[src/rtl/uart_rx.sv]
// 8N1 serial receiver: synchronises RxD, samples each bit at its middle using a 16x baud tick,
// and queues good bytes in a small first-word-fall-through FIFO with sticky error flags.
module uart_rx #(
    parameter int CLK_HZ     = 50000000,
    parameter int BAUD       = 115200,
    parameter int FIFO_DEPTH = 4
) (
    input  logic       clk_50mhz,
    input  logic       rst,
    input  logic       RxD,
    input  logic       read,
    output logic [7:0] data,
    output logic       ready,
    output logic       frame_err,
    output logic       overrun,
    output logic [1:0] fsm_state
);

    localparam int DIV = (CLK_HZ + BAUD * 8) / (BAUD * 16);
    localparam int DW  = (DIV > 1) ? $clog2(DIV) : 1;
    localparam int AW  = (FIFO_DEPTH > 1) ? $clog2(FIFO_DEPTH) : 1;
    localparam logic [DW-1:0] DIV_LAST = DW'(DIV - 1);

    typedef enum logic [1:0] {
        IDLE  = 2'd0,
        START = 2'd1,
        DATA  = 2'd2,
        STOP  = 2'd3
    } state_t;

    state_t        state;
    logic          rx_meta;
    logic          rxs;
    logic          rx_prev;
    logic [DW-1:0] div_cnt;
    logic [3:0]    tick_cnt;
    logic [2:0]    bit_cnt;
    logic [7:0]    shift;

    logic [7:0]    mem [FIFO_DEPTH];
    logic [AW:0]   wr_ptr;
    logic [AW:0]   rd_ptr;

    logic tick;
    logic mid_tick;
    logic bit_tick;
    logic fall;
    logic full;
    logic pop;
    logic push;
    logic wr_en;
    logic ovr_set;
    logic ferr_set;

    assign tick     = (div_cnt == DIV_LAST);
    assign mid_tick = tick && (tick_cnt == 4'd7);
    assign bit_tick = tick && (tick_cnt == 4'd15);
    assign fall     = rx_prev && !rxs;

    assign ready = (wr_ptr != rd_ptr);
    assign full  = (wr_ptr[AW] != rd_ptr[AW]) && (wr_ptr[AW-1:0] == rd_ptr[AW-1:0]);
    assign data  = mem[rd_ptr[AW-1:0]];
    assign pop   = read && ready;

    // A full FIFO still accepts the byte when the core pops on the same edge.
    assign push     = (state == STOP) && bit_tick && rxs;
    assign wr_en    = push && (!full || pop);
    assign ovr_set  = push && full && !pop;
    assign ferr_set = (state == STOP) && bit_tick && !rxs;

    assign fsm_state = state;

    always_ff @(posedge clk_50mhz or posedge rst) begin
        if (rst) begin
            rx_meta <= 1'b1;
            rxs     <= 1'b1;
            rx_prev <= 1'b1;
        end else begin
            rx_meta <= RxD;
            rxs     <= rx_meta;
            rx_prev <= rxs;
        end
    end

    always_ff @(posedge clk_50mhz or posedge rst) begin
        if (rst) begin
            state    <= IDLE;
            div_cnt  <= '0;
            tick_cnt <= 4'd0;
            bit_cnt  <= 3'd0;
            shift    <= 8'h00;
        end else begin
            // Restarting the divider on the start edge puts tick 8 at mid start bit.
            if ((state == IDLE && fall) || tick) begin
                div_cnt <= '0;
            end else begin
                div_cnt <= div_cnt + 1'b1;
            end

            case (state)
                IDLE: begin
                    if (fall) begin
                        state    <= START;
                        tick_cnt <= 4'd0;
                    end
                end
                START: begin
                    if (mid_tick) begin
                        tick_cnt <= 4'd0;
                        bit_cnt  <= 3'd0;
                        state    <= rxs ? IDLE : DATA;
                    end else if (tick) begin
                        tick_cnt <= tick_cnt + 4'd1;
                    end
                end
                DATA: begin
                    if (tick) begin
                        tick_cnt <= tick_cnt + 4'd1;
                    end
                    if (bit_tick) begin
                        shift   <= {rxs, shift[7:1]};
                        bit_cnt <= bit_cnt + 3'd1;
                        if (bit_cnt == 3'd7) begin
                            state <= STOP;
                        end
                    end
                end
                STOP: begin
                    if (tick) begin
                        tick_cnt <= tick_cnt + 4'd1;
                    end
                    if (bit_tick) begin
                        state <= IDLE;
                    end
                end
                default: state <= IDLE;
            endcase
        end
    end

    always_ff @(posedge clk_50mhz or posedge rst) begin
        if (rst) begin
            wr_ptr <= '0;
            rd_ptr <= '0;
            for (int i = 0; i < FIFO_DEPTH; i++) begin
                mem[i] <= 8'h00;
            end
        end else begin
            if (wr_en) begin
                mem[wr_ptr[AW-1:0]] <= shift;
                wr_ptr              <= wr_ptr + 1'b1;
            end
            if (pop) begin
                rd_ptr <= rd_ptr + 1'b1;
            end
        end
    end

    // A set event outranks the clear caused by read in the same cycle.
    always_ff @(posedge clk_50mhz or posedge rst) begin
        if (rst) begin
            frame_err <= 1'b0;
            overrun   <= 1'b0;
        end else begin
            if (ferr_set) begin
                frame_err <= 1'b1;
            end else if (read) begin
                frame_err <= 1'b0;
            end
            if (ovr_set) begin
                overrun <= 1'b1;
            end else if (read) begin
                overrun <= 1'b0;
            end
        end
    end

endmodule

[config.mk]
export PLATFORM = sky130hd
export DESIGN_NAME = uart_rx
export DESIGN_NICKNAME = d
export VERILOG_FILES = /design/src/rtl/uart_rx.sv
export SDC_FILE = /design/constraint.sdc
export NUM_CORES = 1
export LEC_CHECK = 0
export ABC_AREA = 1
export BUFFER_PORTS_ARGS = -buffer_cell sky130_fd_sc_hd__buf_4
export CAP_MARGIN = 10
export CORE_ASPECT_RATIO = 1.5
export CORE_MARGIN = 5
export CORE_UTILIZATION = 30
export CTS_CLUSTER_DIAMETER = 200
export DETAILED_ROUTE_END_ITERATION = 6
export PLACE_DENSITY = 0.56
export SLEW_MARGIN = 20
export SYNTH_ARGS = -nofsm -noshare
export SYNTH_HDL_FRONTEND = slang
export SYNTH_SLANG_ARGS = --single-unit
[constraint.sdc]
create_clock -name clk_50mhz -period 6.34 [get_ports clk_50mhz]
set_input_delay 1.268 -clock clk_50mhz [delete_from_list [all_inputs] [get_ports clk_50mhz]]
set_output_delay 1.268 -clock clk_50mhz [all_outputs]
set_load 0.02 [all_outputs]
After elaboration in Yosys (flattened, before gate mapping)
Index checks and enable logic that the tools add are counted.
{"block": "totals", "ff_bits": 65, "latch_bits": 0, "mem_bits_rw": 0, "mem_bits_ro": 0, "in_bits": 4, "output_inout_bits": 13, "memories": 0}
{"block": "op_classes", "add_sub_neg": 5, "n_mul": 0, "div": 0, "n_lt_le_gt_ge": 3, "n_eq_ne": 15, "shift": 0, "mux": 24, "bitwise": 2, "reduce_logical": 26}
{"op": "32-bit bitwise mux", "count": 1}
{"op": "8-bit 2-to-1 mux", "count": 3}
{"op": "8-bit binary-select mux with 2-bit select", "count": 1}
{"op": "8-bit demux with 2-bit select", "count": 1}
{"op": "1-bit logical AND", "count": 13}
{"op": "2-bit 2-to-1 mux", "count": 6}
{"op": "4-bit 2-to-1 mux", "count": 3}
{"op": "4-bit one-hot mux with 3 select lines", "count": 1}
{"op": "2-bit != test (second input constant)", "count": 5}
{"op": "3-bit by 1-bit adder with 3-bit output (second input constant)", "count": 3}
{"op": "2-bit one-hot mux with 4 select lines", "count": 1}
{"op": "3-bit >= comparator (second input constant)", "count": 2}
{"op": "3-bit 2-to-1 mux", "count": 2}
{"op": "2-bit inverter with 3-bit output", "count": 2}
{"op": "3-bit one-hot mux with 2 select lines", "count": 1}
{"op": "2-bit nonzero test", "count": 3}
{"op": "5-bit by 1-bit adder with 5-bit output (second input constant)", "count": 1}
{"op": "5-bit == test (second input constant)", "count": 1}
{"op": "5-bit 2-to-1 mux", "count": 1}
{"op": "5-bit AND reduction", "count": 1}
{"op": "4-bit by 1-bit adder with 4-bit output (second input constant)", "count": 1}
{"op": "2-bit == test (second input constant)", "count": 2}
{"op": "4-bit by 3-bit == test with 1-bit output (second input constant)", "count": 1}
{"op": "4-bit == test (second input constant)", "count": 1}
{"op": "other kinds (13)", "count": 18}

Depth between registers and ports, before layout
{"block": "depth", "ltp_word": 7, "depth_mapped": 11}

Least setup slack after synthesis
No wires, ideal clock.
{"block": "synth_path", "path_kind": "register to output", "startpoint": "register rd_ptr[0]", "endpoint": "output data[6]", "t_arrival_ps": 1347, "t_required_ps": 5072, "setup_slack_ps": 3725, "path_stages_with_launch": 6, "cell_sequence": "dfrtp_1 -> buf_2 -> inv_2 -> clkbuf_1 -> o21ai_0 -> o22ai_1"}
{"block": "synth_between", "elab_chain_len": 4}
{"item": "start, declared", "line": "42", "text": "logic [AW:0] rd_ptr;"}
{"item": "start signal, assigned", "line": "154", "text": "rd_ptr <= rd_ptr + 1'b1;"}
{"item": "2-bit inverter with 3-bit output (not written as such)", "line": "62", "text": "assign data = mem[rd_ptr[AW-1:0]];"}
{"item": "8-bit binary-select mux with 2-bit select", "line": "62"}
{"item": "8-bit 2-to-1 mux (not written as such) (2 in series)", "line": "62"}
{"item": "end, declared", "line": "12", "text": "output logic [7:0] data,"}
No other way between the ends. The select of a mux whose other input is x is not followed.

Final worst setup path
{"block": "layout_path", "startpoint": "register rd_ptr[0]", "endpoint": "output data[0]"}
The elaborated chain is that of the path after synthesis.

==> flow_summary.ini <==
[clock_network]
htreeDepth = 3
cts_sinks = 65
clkTransAtPathRegs_ns = 0.05
cts_buffer_depth = 2
post_cts_buffers = 0
tritoncts = built
post_cts_resized = 0
cts_buffers = 9
root_buffer = clkbuf_16
cts_hold_buffers = 0
clk_latency_ns = 0.33

[logic_synthesis]
synth.most_common_cell = nand2_1
ys_top_cells_by_count = 126 x nand2_1, 62 x dfrtp_1, 42 x nand3_1, 30 x nor2_1, 29 x o21ai_0
syn_inst = 374
yosysWarnings = 0
synth_area_um2 = 3112
async_flop_share = 1.000
netlist.area_leader.share = 0.4986
synth-seq-area-share = 0.5239
synth_cell_types = 25
synth-seq-cells = 65
synth_nets = 388
synth_edf_count = 0
yosysTopAreaCell = dfrtp_1
synthTopCellsByArea = dfrtp_1 50%, nand2_1 15%, nand3_1 6.8%
synth_area_per_cell_um2 = 8.320
synth_ff_type = dfrtp_1

[finish]
layout-drive-gt1-share = 0.1269
insertedDiodeCount = 0
syn2layout_area_growth_pct = 18.54
n_fill_cell = 1032
final_nets = 403
multi_input_area_um2 = 1315
seqCellArea_um2 = 1630

[global_route]
antenna_found_initial = 0
grt_pass1_vias = 2476
grtUsageMet1 = 0.1461
grt_pass1_wl_mm = 12.12
overflow = 0
grt.busiest_layer = met2
use_met2 = 0.2140
grtUsageTotal = 0.1234
grt_max_degree = 66
gr-usage-met3 = 0.01505

[timing]
rsz0062_at_grt = no
setup_viol = 0
slew_headroom = 0.4330
fin_crit_sh = 0.4840
max_freq_mhz = 325.9
drv_slew = 0
fin_skew_ns = 0.007163
post-route-min-period_ns = 3.068
worst_pin_slew_ns = 0.8504
layout_setup_ws_ns = 3.272
hold_violations = 0
fin_setup_tns_ns = 0

[worst_setup_path]
cp_slowest_stage_delay_ns = 0.70
startpoint_type = flop
crit_fanout = 19
cp-end-kind = primary output
timing.critical_path.buf_inv = 2
rr_endpoint = mem[3]$_DFFE_PP0P_
worst_r2r_startpoint = rd_ptr[0]$_DFFE_PP0P_
cp.required_ns = 5.07
crit_chain = inv_2 > o21ai_0 > o22ai_1 > buf_4
reg2reg_depth = 10
crit_cells = 4
r2r_slack_ns = 4.12
crit_type = reg -> out
arrival_ns = 1.80
slowest_stage = dfrtp_1
critPathTopFamily = flip-flops

[detailed_routing]
routed_via_density = 4.841
drc = 0
first_pass_iters = 6
wl_per_cell_um = 13.80
ant_nets = 0
via_count = 2474
drt_iter0_markers = 120
drt_wl_total_mm = 7.053

[power_and_ir_drop]
ir_worst_vdd_mv = 0.1438
p_leak_nw = 1.925
pwr_density_cell_nw_per_um2 = 406.8

[placed_design]
portBuffers = 16
hpwlAfterDp_mm = 4.885
pre_cts_slack_ns = 3.628
finalWeightedCongestion = 0.7988

[worst_hold_path]
holdPathEnd = rxs$_DFF_PP1_
hold_path_class = reg -> reg
min_from = rx_meta$_DFF_PP1_
min_path_cells = 0

[die]
initial_core_util = 0.3070
core-area_um2 = 10130
dieHeight_um = 134.7
io_pins = 17
die_w_um = 93.16
die_area_um2 = 12550
row_count = 45

[run]
max-cap-violations = 0

[outcome]
status = finished clean
-- where the power goes --
group | internal, W | switching, W
Clock | 0.000416 | 0.000181
Combinational | 0.000149 | 0.000242
Sequential | 0.000452 | 0.0000607
-- stage by stage --
| stage | util | total power [W] | cell area (um^2) | hold slack [ns] | instances |
|---|---|---|---|---|---|
| floorplan | - | 0.0007818 | 3112 | 0.3452 | 374 |
| global placement | 0.3280 | 0.0009094 | 3324 | 0.3457 | 495 |
| detailed placement | 0.3280 | 0.0009157 | 3324 | 0.3475 | 495 |
| CTS | 0.3640 | 0.001520 | 3689 | 0.3553 | 511 |
| global route | 0.3640 | 0.001586 | 3689 | 0.3612 | 511 |
| finish | 0.3640 | 0.001500 | 3689 | 0.3542 | 511 |
-- layout make-up --
class,instances,share of cell area
clock buffer,12,0.07225
clock inverter,4,0.02646
inverter,26,0.02646
multi-input combinational,269,0.3565
sequential,65,0.4420
tap,117,0.03969
timing repair buffer,18,0.03664
-- routing by layer --
layer  vias to the layer above  part of all wire  routed length [um]
met2                        36              0.51                3627
met1                      1185              0.43                3052
met3                        14             0.029                 205
met5                         -                 0                   0
li1                       1239                 -                   -
met4                         0             0.024                 167
-- cell usage in the layout (no fill, tap or decap), types with 4 or more instances in the layout --
cell type  count
buf_4         18
clkbuf_16      9
dfrtp_1       62
ha_1          10
inv_1         20
inv_2          5
nand2_1      126
nand2_4        4
nand3_1       42
nor2_1        30
o21ai_0       29
o22ai_1        9
xor2_1         6
-- registers in the layout, summed over array words and instances (netlist names), named ones only --
register and flops:
rx_meta 1, overrun 1, rx_prev 1, shift 8, wr_ptr 3, rxs 1, tick_cnt 4, div_cnt 5
bit_cnt 3, rd_ptr 3, fsm_state 1, frame_err 1, mem 32
-- worst max path at each step --
stage                          start   endpoint  slack [ns]
2_1_floorplan                    rst  async pin        3.45
3_3_place_gp   rd_ptr[0]$_DFFE_PP0P_      ready        3.69
3_5_place_dp   rd_ptr[0]$_DFFE_PP0P_    data[0]        3.63
4_1_cts        rd_ptr[0]$_DFFE_PP0P_    data[0]        3.27
5_1_grt        rd_ptr[0]$_DFFE_PP0P_    data[0]        3.14
6_report       rd_ptr[0]$_DFFE_PP0P_    data[0]        3.27
-- kinds of logic after synthesis --
kind of cell,share of synthesized area
AOI/OAI and AO/OA,0.07037
and+or+nand+nor,0.2923
DFF,0.5239
buffers and inverters,0.05348
xor gates and xnor gates,0.01970
adders and majority gates,0.04021
No activity file was read; power rests on OpenSTA's default activity.
